File: config.mk
export PLATFORM = sky130hd
export DESIGN_NAME = mgmt_bridge_flat
export DESIGN_NICKNAME = d
export VERILOG_FILES = /design/src/rtl/mgmt_bridge_if.sv /design/src/rtl/mgmt_bridge.sv /design/src/flat_wrapper.sv
export SDC_FILE = /design/constraint.sdc
export NUM_CORES = 1
export LEC_CHECK = 0
export BUFFER_PORTS_ARGS = -buffer_cell sky130_fd_sc_hd__buf_4
export CORE_ASPECT_RATIO = 1.4
export CORE_UTILIZATION = 35
export CTS_CLUSTER_SIZE = 14
export DETAILED_ROUTE_END_ITERATION = 6
export HOLD_SLACK_MARGIN = 0.1
export PLACE_DENSITY_LB_ADDON = 0.08
export SYNTH_ARGS = -nofsm -noshare
export SYNTH_HDL_FRONTEND = slang
export SYNTH_SLANG_ARGS = --single-unit
File: constraint.sdc
create_clock -name clk -period 2.43 [get_ports clk]
set_clock_uncertainty 0.1 [all_clocks]
set_input_delay 0.243 -clock clk [delete_from_list [all_inputs] [get_ports clk]]
set_output_delay 0.243 -clock clk [all_outputs]
set_load 0.01 [all_outputs]
File: src/rtl/mgmt_bridge_if.sv
// mgmt_bridge_if: management register bus between mgmt_bridge and the register block.
//   rd_en    1   one-cycle read strobe (bridge -> regs)
//   rd_addr  16  read address, held from rd_en until rd_valid
//   rd_valid 1   read data valid (regs -> bridge)
//   rd_data  8   read data
//   wr_en    1   one-cycle write strobe
//   wr_addr  16  write address
//   wr_data  8   write data
// Modports: master (bridge side), slave (register block side).
interface mgmt_bridge_if;
  logic        rd_en;
  logic [15:0] rd_addr;
  logic        rd_valid;
  logic [7:0]  rd_data;
  logic        wr_en;
  logic [15:0] wr_addr;
  logic [7:0]  wr_data;

  modport master (
    output rd_en, rd_addr, wr_en, wr_addr, wr_data,
    input  rd_valid, rd_data
  );

  modport slave (
    input  rd_en, rd_addr, wr_en, wr_addr, wr_data,
    output rd_valid, rd_data
  );
endinterface

File: src/rtl/mgmt_bridge.sv
// mgmt_bridge: turns the QSPI PHY byte stream into single-byte accesses on the
// management register bus. A 16-bit header (addr[15]=1 read, 0 write) sets a
// 15-bit working address that auto-increments per data byte / read byte.
//
// Ports:
//   clk, rst_n     clock, asynchronous active-low reset
//   start, stop    chip-select assert / deassert pulses from the PHY
//   rx_valid/data  received byte from the PHY
//   tx_req         PHY asks for the next read byte
//   tx_valid/data  read byte back to the PHY (tx_data held between pulses)
//   bus            register bus (mgmt_bridge_if.master)
//   busy           high whenever the FSM is not idle
//   timeout_err    sticky read-timeout flag (only with MGMT_BRIDGE_TIMEOUT_EN)
//
// Build option: define MGMT_BRIDGE_TIMEOUT_EN to add the read timeout
// (counter and timeout_err port; TIMEOUT_CYCLES is used only then).
module mgmt_bridge #(
  parameter int unsigned TIMEOUT_CYCLES = 255
) (
  input  logic          clk,
  input  logic          rst_n,
  input  logic          start,
  input  logic          stop,
  input  logic          rx_valid,
  input  logic [7:0]    rx_data,
  input  logic          tx_req,
  output logic          tx_valid,
  output logic [7:0]    tx_data,
  mgmt_bridge_if.master bus,
  output logic          busy
`ifdef MGMT_BRIDGE_TIMEOUT_EN
  ,
  output logic          timeout_err
`endif
);

  typedef enum logic [2:0] {
    StIdle,
    StAddrHi,
    StAddrLo,
    StWrite,
    StReadIdle,
    StReadWait,
    StDrain
  } state_e;

  state_e      state_q;
  logic [14:0] addr_q;
  logic [7:0]  addr_hi_q;      // header byte 0, bit 7 is the read flag
  logic        pending_start_q;
  logic        tmo_hit;

`ifdef MGMT_BRIDGE_TIMEOUT_EN
  localparam int unsigned CntW = (TIMEOUT_CYCLES > 1) ? $clog2(TIMEOUT_CYCLES + 1) : 1;
  logic [CntW-1:0] tmo_cnt_q;

  assign tmo_hit = (tmo_cnt_q == CntW'(TIMEOUT_CYCLES - 1));

  // Counter spans READ_WAIT and DRAIN together, so a stop does not restart it.
  always_ff @(posedge clk or negedge rst_n) begin
    if (!rst_n) begin
      tmo_cnt_q   <= '0;
      timeout_err <= 1'b0;
    end else begin
      if (state_q == StReadWait || state_q == StDrain) begin
        tmo_cnt_q <= tmo_cnt_q + 1'b1;
      end else begin
        tmo_cnt_q <= '0;
      end
      if (state_q == StReadWait && tmo_hit && !bus.rd_valid) begin
        timeout_err <= 1'b1;
      end else if (start) begin
        timeout_err <= 1'b0;
      end
    end
  end
`else
  assign tmo_hit = 1'b0;
`endif

  assign busy = (state_q != StIdle);

  always_ff @(posedge clk or negedge rst_n) begin
    if (!rst_n) begin
      state_q         <= StIdle;
      addr_q          <= '0;
      addr_hi_q       <= '0;
      pending_start_q <= 1'b0;
      tx_valid        <= 1'b0;
      tx_data         <= '0;
      bus.rd_en       <= 1'b0;
      bus.rd_addr     <= '0;
      bus.wr_en       <= 1'b0;
      bus.wr_addr     <= '0;
      bus.wr_data     <= '0;
    end else begin
      tx_valid  <= 1'b0;
      bus.rd_en <= 1'b0;
      bus.wr_en <= 1'b0;

      unique case (state_q)
        StIdle: begin
          if (start) state_q <= StAddrHi;
        end

        StAddrHi: begin
          if (start) begin
            state_q <= StAddrHi;
          end else if (stop) begin
            state_q <= StIdle;
          end else if (rx_valid) begin
            addr_hi_q <= rx_data;
            state_q   <= StAddrLo;
          end
        end

        // The header completes here, so the next byte can already be data.
        StAddrLo: begin
          if (start) begin
            state_q <= StAddrHi;
          end else if (stop) begin
            state_q <= StIdle;
          end else if (rx_valid) begin
            addr_q  <= {addr_hi_q[6:0], rx_data};
            state_q <= addr_hi_q[7] ? StReadIdle : StWrite;
          end
        end

        // A byte arriving with start/stop is still written before leaving.
        StWrite: begin
          if (rx_valid) begin
            bus.wr_en   <= 1'b1;
            bus.wr_addr <= {1'b0, addr_q};
            bus.wr_data <= rx_data;
            addr_q      <= addr_q + 15'd1;
          end
          if (start) begin
            state_q <= StAddrHi;
          end else if (stop) begin
            state_q <= StIdle;
          end
        end

        // One rd_en per tx_req: reads can pop FIFOs, so nothing is prefetched.
        StReadIdle: begin
          if (start) begin
            state_q <= StAddrHi;
          end else if (stop) begin
            state_q <= StIdle;
          end else if (tx_req) begin
            bus.rd_en   <= 1'b1;
            bus.rd_addr <= {1'b0, addr_q};
            state_q     <= StReadWait;
          end
        end

        StReadWait: begin
          if (bus.rd_valid || tmo_hit) begin
            if (start || pending_start_q) begin
              state_q         <= StAddrHi;
              pending_start_q <= 1'b0;
            end else if (stop) begin
              state_q <= StIdle;
            end else begin
              tx_valid <= 1'b1;
              tx_data  <= bus.rd_valid ? bus.rd_data : 8'hFF;
              addr_q   <= addr_q + 15'd1;
              state_q  <= StReadIdle;
            end
          end else if (start) begin
            pending_start_q <= 1'b1;
          end else if (stop) begin
            state_q <= StDrain;
          end
        end

        // Outstanding read must complete before the bus is reused.
        StDrain: begin
          if (bus.rd_valid || tmo_hit) begin
            state_q         <= (start || pending_start_q) ? StAddrHi : StIdle;
            pending_start_q <= 1'b0;
          end else if (start) begin
            pending_start_q <= 1'b1;
          end else if (stop) begin
            state_q         <= StIdle;
            pending_start_q <= 1'b0;
          end
        end

        default: state_q <= StIdle;
      endcase
    end
  end

endmodule

File: src/flat_wrapper.sv
// flat-port wrapper written by rule: the top's interface ports become plain ports
module mgmt_bridge_flat 
#(
  parameter int unsigned TIMEOUT_CYCLES = 255
)
  (clk, rst_n, start, stop, rx_valid, rx_data, tx_req, tx_valid, tx_data, busy, bus_rd_en, bus_rd_addr, bus_wr_en, bus_wr_addr, bus_wr_data, bus_rd_valid, bus_rd_data);
  mgmt_bridge_if bus_i ();
  input  logic clk;
  input  logic rst_n;
  input  logic start;
  input  logic stop;
  input  logic rx_valid;
  input  logic [7:0] rx_data;
  input  logic tx_req;
  output logic tx_valid;
  output logic [7:0] tx_data;
  output logic busy;
  output wire logic [$bits(bus_i.rd_en)-1:0] bus_rd_en;
  output wire logic [$bits(bus_i.rd_addr)-1:0] bus_rd_addr;
  output wire logic [$bits(bus_i.wr_en)-1:0] bus_wr_en;
  output wire logic [$bits(bus_i.wr_addr)-1:0] bus_wr_addr;
  output wire logic [$bits(bus_i.wr_data)-1:0] bus_wr_data;
  input wire logic [$bits(bus_i.rd_valid)-1:0] bus_rd_valid;
  input wire logic [$bits(bus_i.rd_data)-1:0] bus_rd_data;
  assign bus_rd_en = bus_i.rd_en;
  assign bus_rd_addr = bus_i.rd_addr;
  assign bus_wr_en = bus_i.wr_en;
  assign bus_wr_addr = bus_i.wr_addr;
  assign bus_wr_data = bus_i.wr_data;
  assign bus_i.rd_valid = bus_rd_valid;
  assign bus_i.rd_data = bus_rd_data;
  mgmt_bridge #(.TIMEOUT_CYCLES(TIMEOUT_CYCLES)) u_core (.clk(clk), .rst_n(rst_n), .start(start), .stop(stop), .rx_valid(rx_valid), .rx_data(rx_data), .tx_req(tx_req), .tx_valid(tx_valid), .tx_data(tx_data), .bus(bus_i), .busy(busy));
endmodule
Word level (Yosys, flattened, before mapping)
Cells that the tools add are included.
- $add $sub $neg: 1
- multiply operators: 0
- div/mod/pow operators: 0
- order comparisons: 0
- equality and inequality tests: 23
- shift operators: 0
- muxes and demuxes: 47
- bitwise operators: 3
- reductions and logical operators: 12
- operators by type and width (kind ; count):
    $mux W15 ; 7
    $mux W3 ; 20
    $pmux W15 S3 ; 1
    $pmux W3 S7 ; 1
    $mux W1 ; 17
    $ne A2 B2 Y1 const B ; 8
    $ne A4 B4 Y1 const B ; 4
    $reduce_and A4 Y1 ; 4
    $add A15 B1 Y15 const B ; 1
    $ne A3 B3 Y1 const B ; 4
    $eq A3 B3 Y1 const B ; 3
    $reduce_and A8 Y1 ; 1
    $reduce_and A7 Y1 ; 1
    $eq A3 B2 Y1 const B ; 2
    $reduce_bool A3 Y1 ; 2
    $eq A3 B1 Y1 const B ; 1
    $logic_not A3 Y1 ; 1
    $ne A3 B2 Y1 const B ; 1
    $not A1 Y1 ; 3
    $pmux W1 S2 ; 1
    $reduce_and A2 Y1 ; 1
    $reduce_bool A2 Y1 ; 1
    $logic_or A1 B1 Y1 ; 1
- register bits: 76
- latch bits: 0
- RAM bits: 0
- ROM bits: 0
- input bits: 23
- logic and storage cells: 97
- memories kept: 0

Logic depth before layout (Yosys ltp)
- word-level depth: 5
- mapped depth: 8
- depth with buffers taken out: 6

Worst setup path before layout
OpenSTA, ideal clock, no wires.
- path kind: register to register
- start point: register u_core.state_q[1]
- end point: register u_core.addr_q[4]
- setup time: 0.121 ns
- data arrival time: 1.532 ns
- required time: 2.209 ns
- path slack: 0.677 ns
- cell stages (with the launch flop): 8
- path buffers: 2
- period minus slack after synthesis: 1.753 ns
- cell sequence: dfrtp_1 > nand2b_2 > nor4_4 > buf_6 > or2b_2 > buf_6 > o21ai_2 > a22o_1
- word-level cells in the longest chain between the ends: 3
- elaborated cells on any way between the ends: 13
- ends and longest elaborated chain (what ; line ; RTL):
    start: declaration ; mgmt_bridge.sv:47 ; state_e state_q;
    start signal: assignment ; mgmt_bridge.sv:85 ; state_q <= StIdle;
    start signal: assignment ; mgmt_bridge.sv:103 ; if (start) state_q <= StAddrHi;
    start signal: assignment ; mgmt_bridge.sv:108 ; state_q <= StAddrHi;
    $eq A3 B3 Y1 or $eq A3 B2 Y1 (tied branches) ; mgmt_bridge.sv:101 ; unique case (state_q)
    $ne A2 B2 Y1 (no line) or $reduce_bool A3 Y1 (tied branches) ; - ;
    $reduce_and A8 Y1 (no line) ; - ;
    end signal: assignment ; mgmt_bridge.sv:124 ; addr_q <= {addr_hi_q[6:0], rx_data};
    end signal: assignment ; mgmt_bridge.sv:135 ; addr_q <= addr_q + 15'd1;
    end signal: assignment ; mgmt_bridge.sv:167 ; addr_q <= addr_q + 15'd1;
    end: declaration ; mgmt_bridge.sv:48 ; logic [14:0] addr_q;
Parallel ways exist; a longest one is shown, timed or not.
A chain may end at the register's enable or synchronous reset.

Worst setup path in the final report
- start point: register u_core.state_q[1]
- end point: register u_core.addr_q[13]
The elaborated chain is that of the path after synthesis.

==> qor.csv <==
stage,metric,value,unit
status,status,"complete, no violations",
synth,XOR/XNOR share of the synthesized area,0,
floorplanning,Die Area,10400,µm²
power,Overall Power,5200,µW
power,NetSw,1720,µW
floorplanning,IO Pins,75,
worst_setup_path,CP Data Arrival Time,2.30,ns
synth,"Seq/Total Area, Yosys",0.546,
placement,pre-CTS setup slack,0.267,ns
hold_path,worst hold path startpoint,stop,
hold_path,worst hold-check path type,primary input to flip-flop,
worst_setup_path,"setup slack, reg-to-reg",0.24,ns
sta,unrepaired setup endpoints after global routing,no,
floorplanning,Core Region,9560,µm²
final_layout,antenna diode count,0,
synth,Synth warnings,0,
final_layout,Register Area,1900,µm²
placement,Placed Area,4150,µm²
synth,"FF+latch count, synth",76,
clocking,CTS resizes,0,
synth,compound-cell area share of the yosys netlist,0.131,
floorplanning,site row count,42,
power,switching share of power,0.331,
floorplanning,Die Ht,120,µm
placement,IO buf count,72,
synth,Synth Flop Type,dfrtp_1,
drt,drt total wl,8.60,mm
worst_setup_path,R2R Path Start,u_core.state_q[1]$_DFFE_PN0P_,
clocking,CTS sink count,76,
clocking,H-tree levels,3,
flow_run,Max-Cap Viols,0,
clocking,post-CTS setup buffer count,0,
clocking,CTS max path bufs,2,
final_layout,share of layout cells above drive strength 1,0.320,
hold_path,worst hold stages,2,
worst_setup_path,R2R depth,6,
grt,initial antenna violation count,0,
worst_setup_path,crit path max fanout,17,
synth,asr flop ratio synth,1.00,
final_layout,final net count,447,
synth,Post-Syn Area,3480,µm²
grt,Tot GR Track Use,0.177,
power,P_int,3480,µW
synth,adder-cell area share of the yosys netlist,0.00359,
power,Clock Power Share,0.293,
drt,vias,2806,
final_layout,area of the multi-input gates,1440,µm²
sta,Hold Fails Final Rpt,0,
sta,Rel. slew slack,0.634,
worst_setup_path,Worst EP required,2.53,ns
power,combinational power share,0.296,
clocking,"Reg clk slew, reported paths",0.06,ns
worst_setup_path,Crit. End Element,flip-flop,
floorplanning,Initial Utilization,0.364,
power,peak supply drop,408,µV
synth,simple-gate share of the synthesized area,0.168,
synth,largest family of logic cells by synthesized area,simple AND/OR/NAND/NOR gates,
drt,initial drt markers,226,
grt,vias in the first global route,2746,
worst_setup_path,worst reg2reg endpoint,u_core.addr_q[13]$_DFFE_PN0P_,
sta,max-slew violations,0,
placement,placer congestion estimate,0.852,
sta,final setup vio count,0,
drt,Avg WL per Cell,15.4,µm
sta,period utilization,0.903,
power,PD cells,1120,nW/µm²
placement,post-DP HPWL,5.74,mm
drt,post-route ant nets,0,
grt,GR Overflow Total,0,
final_layout,# fillers,944,
clocking,Worst-Skew Late Latency,0.34,ns
sta,setup TNS,0,ns
sta,post-route worst setup slack,0.235,ns
synth,Post-synth EDFFs,0,
grt,largest net degree at the start of global routing,49,
worst_setup_path,Setup CP Type,flip-flop to flip-flop,
final_layout,"Design Area, Final",4660,µm²
sta,Max Freq,456,MHz
floorplanning,die width,86.3,µm
power,sequential share of power,0.411,
final_layout,fin util,0.487,
clocking,CTS Buf Count,9,
worst_setup_path,Critical Path Start Type,flip-flop,
grt,first-pass GRT wire length,14.0,mm
synth,"Avg Cell Area, Syn",10.4,µm²
clocking,CTS Hold Bufs,17,
power,Static Leak,0.00225,µW
hold_path,hold worst-path end,u_core.state_q[2]$_DFFE_PN0P_,
drt,DRT Pass-1 Iters,4,
sta,worst-margin pin slew,0.549,ns
synth,cells after synthesis,335,
sta,fin crit period,2.19,ns
final_layout,Area Overhead vs Synth,33.7,%
clocking,clock root cell,clkbuf_16,
synth,synth unique cells,45,
synth,post-synthesis mux area share,0.110,
drt,Via density,5.01,
clocking,CTS tree,built,
drt,DRC,0,
## worst max-delay path by stage
stage / cells past startpoint / endpoint / slack (ns) / start
after global routing: 6 / u_core.addr_q[13]$_DFFE_PN0P_ / 0.02 / u_core.state_q[1]$_DFFE_PN0P_
after floorplan: 7 / u_core.addr_q[4]$_DFFE_PN0P_ / 0.68 / u_core.state_q[1]$_DFFE_PN0P_
after detailed placement: 6 / u_core.addr_q[13]$_DFFE_PN0P_ / 0.27 / u_core.state_q[1]$_DFFE_PN0P_
after CTS: 6 / u_core.addr_q[13]$_DFFE_PN0P_ / 0.25 / u_core.state_q[1]$_DFFE_PN0P_
after global placement: 6 / u_core.addr_q[13]$_DFFE_PN0P_ / 0.33 / u_core.state_q[1]$_DFFE_PN0P_
final: 6 / u_core.addr_q[13]$_DFFE_PN0P_ / 0.24 / u_core.state_q[1]$_DFFE_PN0P_
## through the flow
stage,instances,hold WS [ns]
after detailed placement,527,0.0944
final,560,0.120
after global routing,560,0.133
after CTS,560,0.118
after floorplan,336,-0.153
after global placement,527,0.0937
## power by group through the flow
stage               registers, µW  logic (µW)  clock network [µW]
finish                       2140        1540                1530
global route                 2200        1710                1620
CTS                          2140        1560                1560
detailed placement           2160        1530                   0
global placement             2150        1500                   0
floorplan                    2100         886                   0
## synth_stat cells (2+ instances only)
| cell | n | area [µm²] |
|---|---|---|
| a21oi_1 | 21 | 105 |
| a2bb2oi_1 | 3 | 26.3 |
| a31o_2 | 3 | 26.3 |
| a31oi_1 | 4 | 25.0 |
| a32oi_1 | 2 | 17.5 |
| and3_1 | 5 | 31.3 |
| and4_1 | 2 | 17.5 |
| buf_2 | 11 | 55.1 |
| buf_4 | 4 | 30.0 |
| buf_6 | 2 | 22.5 |
| clkbuf_1 | 5 | 18.8 |
| dfrtp_1 | 76 | 1900 |
| inv_1 | 4 | 15.0 |
| mux2_2 | 33 | 372 |
| nand2_1 | 79 | 297 |
| nand2b_1 | 3 | 18.8 |
| nand3_1 | 6 | 30.0 |
| nand4_1 | 3 | 18.8 |
| nor2_1 | 7 | 26.3 |
| nor2b_1 | 6 | 37.5 |
| nor3_1 | 2 | 10.0 |
| nor3b_1 | 2 | 15.0 |
| o211ai_1 | 2 | 15.0 |
| o21a_1 | 2 | 15.0 |
| o21ai_0 | 19 | 95.1 |
| o21ai_2 | 2 | 17.5 |
| o22a_1 | 3 | 26.3 |
| o22ai_1 | 6 | 37.5 |
| or3_1 | 2 | 12.5 |
## state kept, by name, summed over array words and instances, names as in the netlist, 3 cells and up
signal,count
u_core.addr_hi_q,8
u_core.addr_q,15
u_core.bus.rd_addr,15
u_core.bus.wr_addr,15
u_core.bus.wr_data,8
u_core.state_q,3
u_core.tx_data,8
## worst max-delay path, stage by stage, from the launching register on
cell,delay [ns]
dfrtp_1,0.56
nor2b_1,0.30
o21a_1,0.47
buf_4,0.30
nand4_1,0.11
o22ai_1,0.12
a21oi_1,0.08
## placed cells by master, fill, tap and decap left out, drive strengths merged, types with 4 or more instances in the layout
cell type and n:
buf 81, nor2b 6, nand3 6, dfrtp 76, inv 5, nand2 79, o21ai 21, mux2 33
clkbuf 10, a31oi 4, nand2b 4, and3 5, o22ai 6, nor2 7, dlygate4sd3 17, a21oi 21
## cells by family (layout without fill, tap and decap cells)
logic type / count (synthesis) / after routing
flops: 76 / 76
other cells: 1 / 2
buf+inv: 26 / 118
simple gates: 124 / 124
compound gates: 73 / 73
fa+ha+maj: 1 / 1
mux: 34 / 34
## cell type report
| cell class | instances | area share |
|---|---|---|
| multi-input combinational | 234 | 0.310 |
| inverter | 4 | 0.00322 |
| clock buffer | 10 | 0.0492 |
| timing repair buffer | 98 | 0.170 |
| clock inverter | 6 | 0.0239 |
| tap | 132 | 0.0355 |
| sequential | 76 | 0.408 |
## routing by layer
metal / share of wire / GRT usage / routed length [µm]
met4: 0.015 / 0.0656 / 127
met5: 0 / 0 / 0
met3: 0.030 / 0.0365 / 258
met2: 0.51 / 0.296 / 4410
met1: 0.44 / 0.223 / 3800
Note: power is estimated with default switching activity, not from simulation.
